--- config.mk ---
export PLATFORM = sky130hd
export DESIGN_NAME = alu_seq_flat
export DESIGN_NICKNAME = d
export VERILOG_FILES = /design/src/rtl/alu_seq_if.sv /design/src/rtl/alu_seq.sv /design/src/flat_wrapper.sv
export SDC_FILE = /design/constraint.sdc
export NUM_CORES = 1
export LEC_CHECK = 0
export BUFFER_PORTS_ARGS = -buffer_cell sky130_fd_sc_hd__buf_4
export CORE_MARGIN = 5
export CORE_UTILIZATION = 55
export CTS_CLUSTER_DIAMETER = 50
export DETAILED_ROUTE_END_ITERATION = 7
export PLACE_DENSITY = 0.81
export SETUP_SLACK_MARGIN = 0.4
export SYNTH_ARGS = -nofsm -noshare
export SYNTH_HDL_FRONTEND = slang
export SYNTH_SLANG_ARGS = --single-unit
--- constraint.sdc ---
create_clock -name clk -period 5.4 [get_ports clk]
set_clock_uncertainty 0.05 [all_clocks]
set_input_delay 0.27 -clock clk [delete_from_list [all_inputs] [get_ports clk]]
set_output_delay 0.27 -clock clk [all_outputs]
set_load 0.01 [all_outputs]
--- src/rtl/alu_seq_if.sv ---
// Operand/result handshake bundle between the control unit and the multi-cycle ALU.
interface alu_seq_if #(parameter int WIDTH = 32);
  logic             in_valid;
  logic             in_ready;
  logic [WIDTH-1:0] SrcA;
  logic [WIDTH-1:0] SrcB;
  logic [2:0]       ALUControl;
  logic             out_valid;
  logic             out_ready;
  logic [WIDTH-1:0] ALUResult;
  logic [3:0]       ALUFlags;

  modport master (
    output in_valid, SrcA, SrcB, ALUControl, out_ready,
    input  in_ready, out_valid, ALUResult, ALUFlags
  );

  modport slave (
    input  in_valid, SrcA, SrcB, ALUControl, out_ready,
    output in_ready, out_valid, ALUResult, ALUFlags
  );
endinterface

--- src/rtl/alu_seq.sv ---
// Multi-cycle integer ALU: single-cycle add/sub/logic, WIDTH-step shift-add multiply
// and restoring unsigned divide, with valid/ready handshakes on both sides.
module alu_seq #(
  parameter int WIDTH = 32
) (
  input  logic     clk,
  input  logic     reset,
  alu_seq_if.slave bus
);

  typedef enum logic [1:0] {
    ST_IDLE = 2'b00,
    ST_ITER = 2'b01,
    ST_DONE = 2'b10
  } state_t;

  localparam int CW = $clog2(WIDTH);
  localparam logic [CW-1:0] CNT_ZERO = CW'(0);
  localparam logic [CW-1:0] CNT_ONE  = CW'(1);
  localparam logic [CW-1:0] CNT_LAST = CW'(WIDTH - 1);

  localparam logic [2:0] OP_ADD  = 3'b000;
  localparam logic [2:0] OP_SUB  = 3'b001;
  localparam logic [2:0] OP_AND  = 3'b010;
  localparam logic [2:0] OP_OR   = 3'b011;
  localparam logic [2:0] OP_MUL  = 3'b100;
  localparam logic [2:0] OP_UDIV = 3'b101;
  localparam logic [2:0] OP_UREM = 3'b110;
  localparam logic [2:0] OP_EOR  = 3'b111;

  function automatic logic [1:0] nz_flags(input logic [WIDTH-1:0] r);
    nz_flags = {r[WIDTH-1], (r == {WIDTH{1'b0}})};
  endfunction

  function automatic logic is_iter_op(input logic [2:0] op);
    is_iter_op = (op == OP_MUL) || (op == OP_UDIV) || (op == OP_UREM);
  endfunction

  state_t           state_r, state_s;
  logic [2:0]       op_r, op_s;
  logic [CW-1:0]    cnt_r, cnt_s;
  logic [WIDTH-1:0] acc_r, acc_s;
  logic [WIDTH-1:0] x_r, x_s;
  logic [WIDTH-1:0] y_r, y_s;
  logic             dz_r, dz_s;
  logic [WIDTH-1:0] result_r, result_s;
  logic [3:0]       flags_r, flags_s;
  logic             in_ready_r, in_ready_s;
  logic             out_valid_r, out_valid_s;

  logic [WIDTH-1:0] b_mux_s;
  logic [WIDTH:0]   sum_s;
  logic [WIDTH-1:0] alu_res_s;
  logic             alu_c_s;
  logic             alu_v_s;

  logic [WIDTH-1:0] mul_acc_s;
  logic [WIDTH:0]   rem_sh_s;
  logic             ge_s;
  logic [WIDTH-1:0] diff_s;
  logic [WIDTH-1:0] div_rem_s;
  logic [WIDTH-1:0] div_q_s;
  logic [WIDTH-1:0] iter_res_s;

  // Single-cycle datapath, evaluated on the live operands at accept time.
  always_comb begin
    b_mux_s   = bus.ALUControl[0] ? ~bus.SrcB : bus.SrcB;
    sum_s     = {1'b0, bus.SrcA} + {1'b0, b_mux_s} + {{WIDTH{1'b0}}, bus.ALUControl[0]};
    alu_res_s = sum_s[WIDTH-1:0];
    alu_c_s   = 1'b0;
    alu_v_s   = 1'b0;
    case (bus.ALUControl)
      OP_ADD, OP_SUB: begin
        alu_res_s = sum_s[WIDTH-1:0];
        alu_c_s   = sum_s[WIDTH];
        alu_v_s   = ~(bus.SrcA[WIDTH-1] ^ bus.SrcB[WIDTH-1] ^ bus.ALUControl[0]) &
                    (bus.SrcA[WIDTH-1] ^ sum_s[WIDTH-1]);
      end
      OP_AND:  alu_res_s = bus.SrcA & bus.SrcB;
      OP_OR:   alu_res_s = bus.SrcA | bus.SrcB;
      OP_EOR:  alu_res_s = bus.SrcA ^ bus.SrcB;
      default: alu_res_s = sum_s[WIDTH-1:0];
    endcase
  end

  // One iteration step: x shifts left (multiplicand / dividend-then-quotient), y is multiplier or divisor.
  always_comb begin
    mul_acc_s = y_r[0] ? (acc_r + x_r) : acc_r;
    rem_sh_s  = {acc_r, x_r[WIDTH-1]};
    ge_s      = (rem_sh_s >= {1'b0, y_r});
    diff_s    = rem_sh_s[WIDTH-1:0] - y_r;
    div_rem_s = ge_s ? diff_s : rem_sh_s[WIDTH-1:0];
    div_q_s   = {x_r[WIDTH-2:0], ge_s};
    case (op_r)
      OP_MUL:  iter_res_s = mul_acc_s;
      OP_UDIV: iter_res_s = div_q_s;
      default: iter_res_s = div_rem_s;
    endcase
  end

  // Next-state and next-output logic; outputs are registered from these values.
  always_comb begin
    state_s     = state_r;
    op_s        = op_r;
    cnt_s       = cnt_r;
    acc_s       = acc_r;
    x_s         = x_r;
    y_s         = y_r;
    dz_s        = dz_r;
    result_s    = result_r;
    flags_s     = flags_r;
    out_valid_s = out_valid_r;
    case (state_r)
      ST_IDLE: begin
        if (bus.in_valid && in_ready_r) begin
          op_s  = bus.ALUControl;
          cnt_s = CNT_ZERO;
          dz_s  = (bus.SrcB == {WIDTH{1'b0}});
          if (is_iter_op(bus.ALUControl)) begin
            state_s = ST_ITER;
            acc_s   = {WIDTH{1'b0}};
            x_s     = bus.SrcA;
            y_s     = bus.SrcB;
          end else begin
            state_s     = ST_DONE;
            result_s    = alu_res_s;
            flags_s     = {nz_flags(alu_res_s), alu_c_s, alu_v_s};
            out_valid_s = 1'b1;
          end
        end else begin
          state_s = ST_IDLE;
        end
      end
      ST_ITER: begin
        cnt_s = cnt_r + CNT_ONE;
        if (op_r == OP_MUL) begin
          acc_s = mul_acc_s;
          x_s   = {x_r[WIDTH-2:0], 1'b0};
          y_s   = {1'b0, y_r[WIDTH-1:1]};
        end else begin
          acc_s = div_rem_s;
          x_s   = div_q_s;
        end
        if (cnt_r == CNT_LAST) begin
          state_s     = ST_DONE;
          result_s    = iter_res_s;
          flags_s     = {nz_flags(iter_res_s), 1'b0, (op_r != OP_MUL) & dz_r};
          out_valid_s = 1'b1;
        end else begin
          state_s = ST_ITER;
        end
      end
      ST_DONE: begin
        if (bus.out_ready) begin
          state_s     = ST_IDLE;
          out_valid_s = 1'b0;
        end else begin
          state_s = ST_DONE;
        end
      end
      default: begin
        state_s     = ST_IDLE;
        out_valid_s = 1'b0;
      end
    endcase
    in_ready_s = (state_s == ST_IDLE);
  end

  // State and output registers with synchronous reset.
  always_ff @(posedge clk) begin
    if (reset) begin
      state_r     <= ST_IDLE;
      op_r        <= 3'b000;
      cnt_r       <= CNT_ZERO;
      acc_r       <= {WIDTH{1'b0}};
      x_r         <= {WIDTH{1'b0}};
      y_r         <= {WIDTH{1'b0}};
      dz_r        <= 1'b0;
      result_r    <= {WIDTH{1'b0}};
      flags_r     <= 4'b0000;
      in_ready_r  <= 1'b1;
      out_valid_r <= 1'b0;
    end else begin
      state_r     <= state_s;
      op_r        <= op_s;
      cnt_r       <= cnt_s;
      acc_r       <= acc_s;
      x_r         <= x_s;
      y_r         <= y_s;
      dz_r        <= dz_s;
      result_r    <= result_s;
      flags_r     <= flags_s;
      in_ready_r  <= in_ready_s;
      out_valid_r <= out_valid_s;
    end
  end

  assign bus.in_ready  = in_ready_r;
  assign bus.out_valid = out_valid_r;
  assign bus.ALUResult = result_r;
  assign bus.ALUFlags  = flags_r;

endmodule
--- src/flat_wrapper.sv ---
// flat-port wrapper written by rule: the top's interface ports become plain ports
module alu_seq_flat 
#(
  parameter int WIDTH = 32
)
  (clk, reset, bus_in_valid, bus_SrcA, bus_SrcB, bus_ALUControl, bus_out_ready, bus_in_ready, bus_out_valid, bus_ALUResult, bus_ALUFlags);
  alu_seq_if #(.WIDTH(WIDTH)) bus_i ();
  input  logic clk;
  input  logic reset;
  input wire logic [$bits(bus_i.in_valid)-1:0] bus_in_valid;
  input wire logic [$bits(bus_i.SrcA)-1:0] bus_SrcA;
  input wire logic [$bits(bus_i.SrcB)-1:0] bus_SrcB;
  input wire logic [$bits(bus_i.ALUControl)-1:0] bus_ALUControl;
  input wire logic [$bits(bus_i.out_ready)-1:0] bus_out_ready;
  output wire logic [$bits(bus_i.in_ready)-1:0] bus_in_ready;
  output wire logic [$bits(bus_i.out_valid)-1:0] bus_out_valid;
  output wire logic [$bits(bus_i.ALUResult)-1:0] bus_ALUResult;
  output wire logic [$bits(bus_i.ALUFlags)-1:0] bus_ALUFlags;
  assign bus_i.in_valid = bus_in_valid;
  assign bus_i.SrcA = bus_SrcA;
  assign bus_i.SrcB = bus_SrcB;
  assign bus_i.ALUControl = bus_ALUControl;
  assign bus_i.out_ready = bus_out_ready;
  assign bus_in_ready = bus_i.in_ready;
  assign bus_out_valid = bus_i.out_valid;
  assign bus_ALUResult = bus_i.ALUResult;
  assign bus_ALUFlags = bus_i.ALUFlags;
  alu_seq #(.WIDTH(WIDTH)) u_core (.clk(clk), .reset(reset), .bus(bus_i));
endmodule
==> out/results.txt <==
status = finished with violations
failing checks = design-rule violations
WHS Path Cells = 3
TritonCTS buffer count = 17
CTS tree = built
CP Class = flop to flop
Core Region = 28,780 sq um
syn nets = 2,529
Synth Cell Area = 16,050 sq um
Final Hold Vio Count = 0
setup slack, reg-to-reg = 0.71 ns
sequential area share after synthesis = 17.96%
first-pass GRT wire length = 96,030 microns
Synth top area share = 17.96%
async set-reset flop share out of synthesis = 0%
largest net degree at the start of global routing = 79
Clock Tree Root = clkbuf_16
Post-DRT Antenna Nets = 0
Worst R2R Path Depth = 15
Resized Gates After CTS = 0
worst slack, placed = 0.7680 ns
final hold slack = 0.09011 ns
DRC = 10
Initial Util = 55.78%
# setup viols final = 0
syn_area_per_cell = 6.995 sq um
Hold Startpoint = bus_SrcA[15]
grt total ovfl = 0
IO Pins = 109
die height = 180.9 microns
drt pass-1 iters = 8
ranking of synthesized cells by area = dfxtp_1 18%, ha_1 12%, nand2_1 7.1%
startpoint types = flop
maximum clock frequency = 213.3 MHz
htree depth = 4
ANT cells = 0
Lkg Pwr = 7.692 nW
Seq cells post-synth = 144
Post-DP Area = 17,120 sq um
CTS clk-pin slew, worst paths = 0.07 ns
clk_lat worst skew = 0.44 ns
Layout area overhead = 10.37%
gpl congestion = 1.051
worst slew pin tran = 1.111 ns
layout cell share with drive strength beyond 1 = 9.591%
Layout Nets = 2,546
final non-filler cell total = 2,709
row count = 62
initial antenna violation count = 1
Routed WL = 62,960 microns
CP Capture Type = flop
Post-synth EDFFs = 0
Pwr Total = 5.106 mW
Chip Width = 180.9 microns
min-delay worst type = input port to flop
period utilisation layout = 86.84%
fin area = 17,720 sq um
clk buf depth = 2
setup TNS = 0 ns
cts hold-fix bufs = 0
Final WS setup = 0.7107 ns
most frequent cells after synthesis = 302 x nand2_1, 241 x nor2_1, 173 x a21oi_1, 160 x ha_1, 153 x inv_1
Main synth FF type = dfxtp_1
Util after Layout = 61.57%
Post-CTS Setup Bufs = 0
DRT iter0 DRCs = 2,550
RSZ-0062 raised after global routing = no
Pins Over Slew Limit = 0
Rel. slew slack = 25.72%
die area = 32,710 sq um
critical path data arrival time = 5.03 ns
minimum clock period = 4.689 ns
Port Buffers = 108
gr usage total = 36.63%
synthesized instance count = 2,295
routed length per instance = 23.24 microns
Reg2Reg Launch Point = u_core.acc_r[0]
DP Wirelength = 48,720 microns
via/cell ratio = 6.691
Req. time, crit path = 5.74 ns
Yosys top cell by area = dfxtp_1
total number of yosys warnings = 0
via count = 18,130
Hold EP = u_core.x_r[15]
Max-Cap Viols = 0
maximum VDD drop = 0.2516 mV
crit-path max FO = 8
most frequent cell after synthesis = nand2_1
vias in the first global route = 16,440
Inst Count DP = 2,677
Synth cell types = 83
cell area power density = 288.1 nW/um^2
Worst R2R End = u_core.bus.ALUFlags[2]
Sink Count = 144
[kinds of logic (layout without fill, tap and decap cells)]
logic type,count (synthesis),in the layout,synth area share (%)
AND/OR/NAND/NOR,854,854,24.39
AO/OA/AOI/OAI,687,687,29.43
buffers and inverters,305,335,7.271
adder cells (fa/ha/maj),163,163,12.84
flip-flops,144,144,17.96
XOR/XNOR,97,97,5.292
multiplexers,45,45,2.813
[how the worst max path moves through the flow]
stage	from	to	slack (ns)	cells past startpoint
floorplan	bus_ALUControl[0]	u_core.bus.ALUFlags[2]	0.55	18
global route	u_core.acc_r[0]	u_core.bus.ALUFlags[2]	0.42	15
CTS	u_core.acc_r[0]	u_core.bus.ALUFlags[2]	0.77	15
finish	u_core.acc_r[0]	u_core.bus.ALUFlags[2]	0.71	15
detailed placement	bus_ALUControl[0]	u_core.bus.ALUFlags[2]	0.77	15
global placement	bus_ALUControl[0]	u_core.bus.ALUFlags[2]	0.80	15
[per-layer routing]
metal  global-route usage [%]  vias up  wire, microns
met5                        0        -             18
met3                    7.259      156           7085
li1                         -     8378              -
met4                    13.94        2           2514
met1                    52.81     8514          27050
met2                    53.76     1076          26290
[power by group]
group	total, mW	switching (mW)	leakage [nW]	internal [mW]
logic	2.58	1.66	6.23	0.921
registers	1.29	0.128	1.18	1.17
clock network	1.23	0.529	0.280	0.703
[flip-flops by register name, indices dropped and copies added, names as in the netlist]
signal                count
u_core.bus.in_ready       1
u_core.y_r               32
u_core.op_r               3
u_core.bus.ALUResult     32
u_core.cnt_r              5
u_core.x_r               32
u_core.bus.ALUFlags       3
u_core.acc_r             32
u_core.state_r            2
u_core.dz_r               1
u_core.bus.out_valid      1
[critical path: stages, from the launching register on]
cell	delay, ns
dfxtp_1	0.51
ha_1	0.24
inv_1	0.06
fa_1	0.44
nor2b_1	0.25
o31a_1	0.24
o31ai_1	0.12
a21oi_1	0.26
mux2i_1	0.11
a2111oi_0	0.41
a31oi_1	0.27
a221oi_1	0.37
nand4b_1	0.21
or4_1	0.53
or4_1	0.49
nand2_1	0.08
[area by class of cell]
class                      count  area, sq um
inverter                     153        574.3
clock inverter                13        152.6
multi-input combinational   1846        12060
tap                          384        480.5
fill                        2700        11060
timing repair buffer         150         1126
clock buffer                  19        442.9
sequential                   144         2884
[cells in the final DEF, fill, tap and decap left out, drive strengths merged, types with 25 or more instances in the layout]
| cell | count |
|---|---|
| mux2i | 44 |
| xor2 | 61 |
| nor2 | 242 |
| dfxtp | 144 |
| o211ai | 47 |
| a311oi | 78 |
| inv | 158 |
| a21oi | 173 |
| nor4 | 28 |
| nor3 | 60 |
| nand3 | 53 |
| nor2b | 25 |
| a211oi | 39 |
| ha | 160 |
| buf | 150 |
| o21ai | 111 |
| a21o | 36 |
| nand2 | 302 |
| xnor2 | 36 |
(Power assumes the default switching activity.)
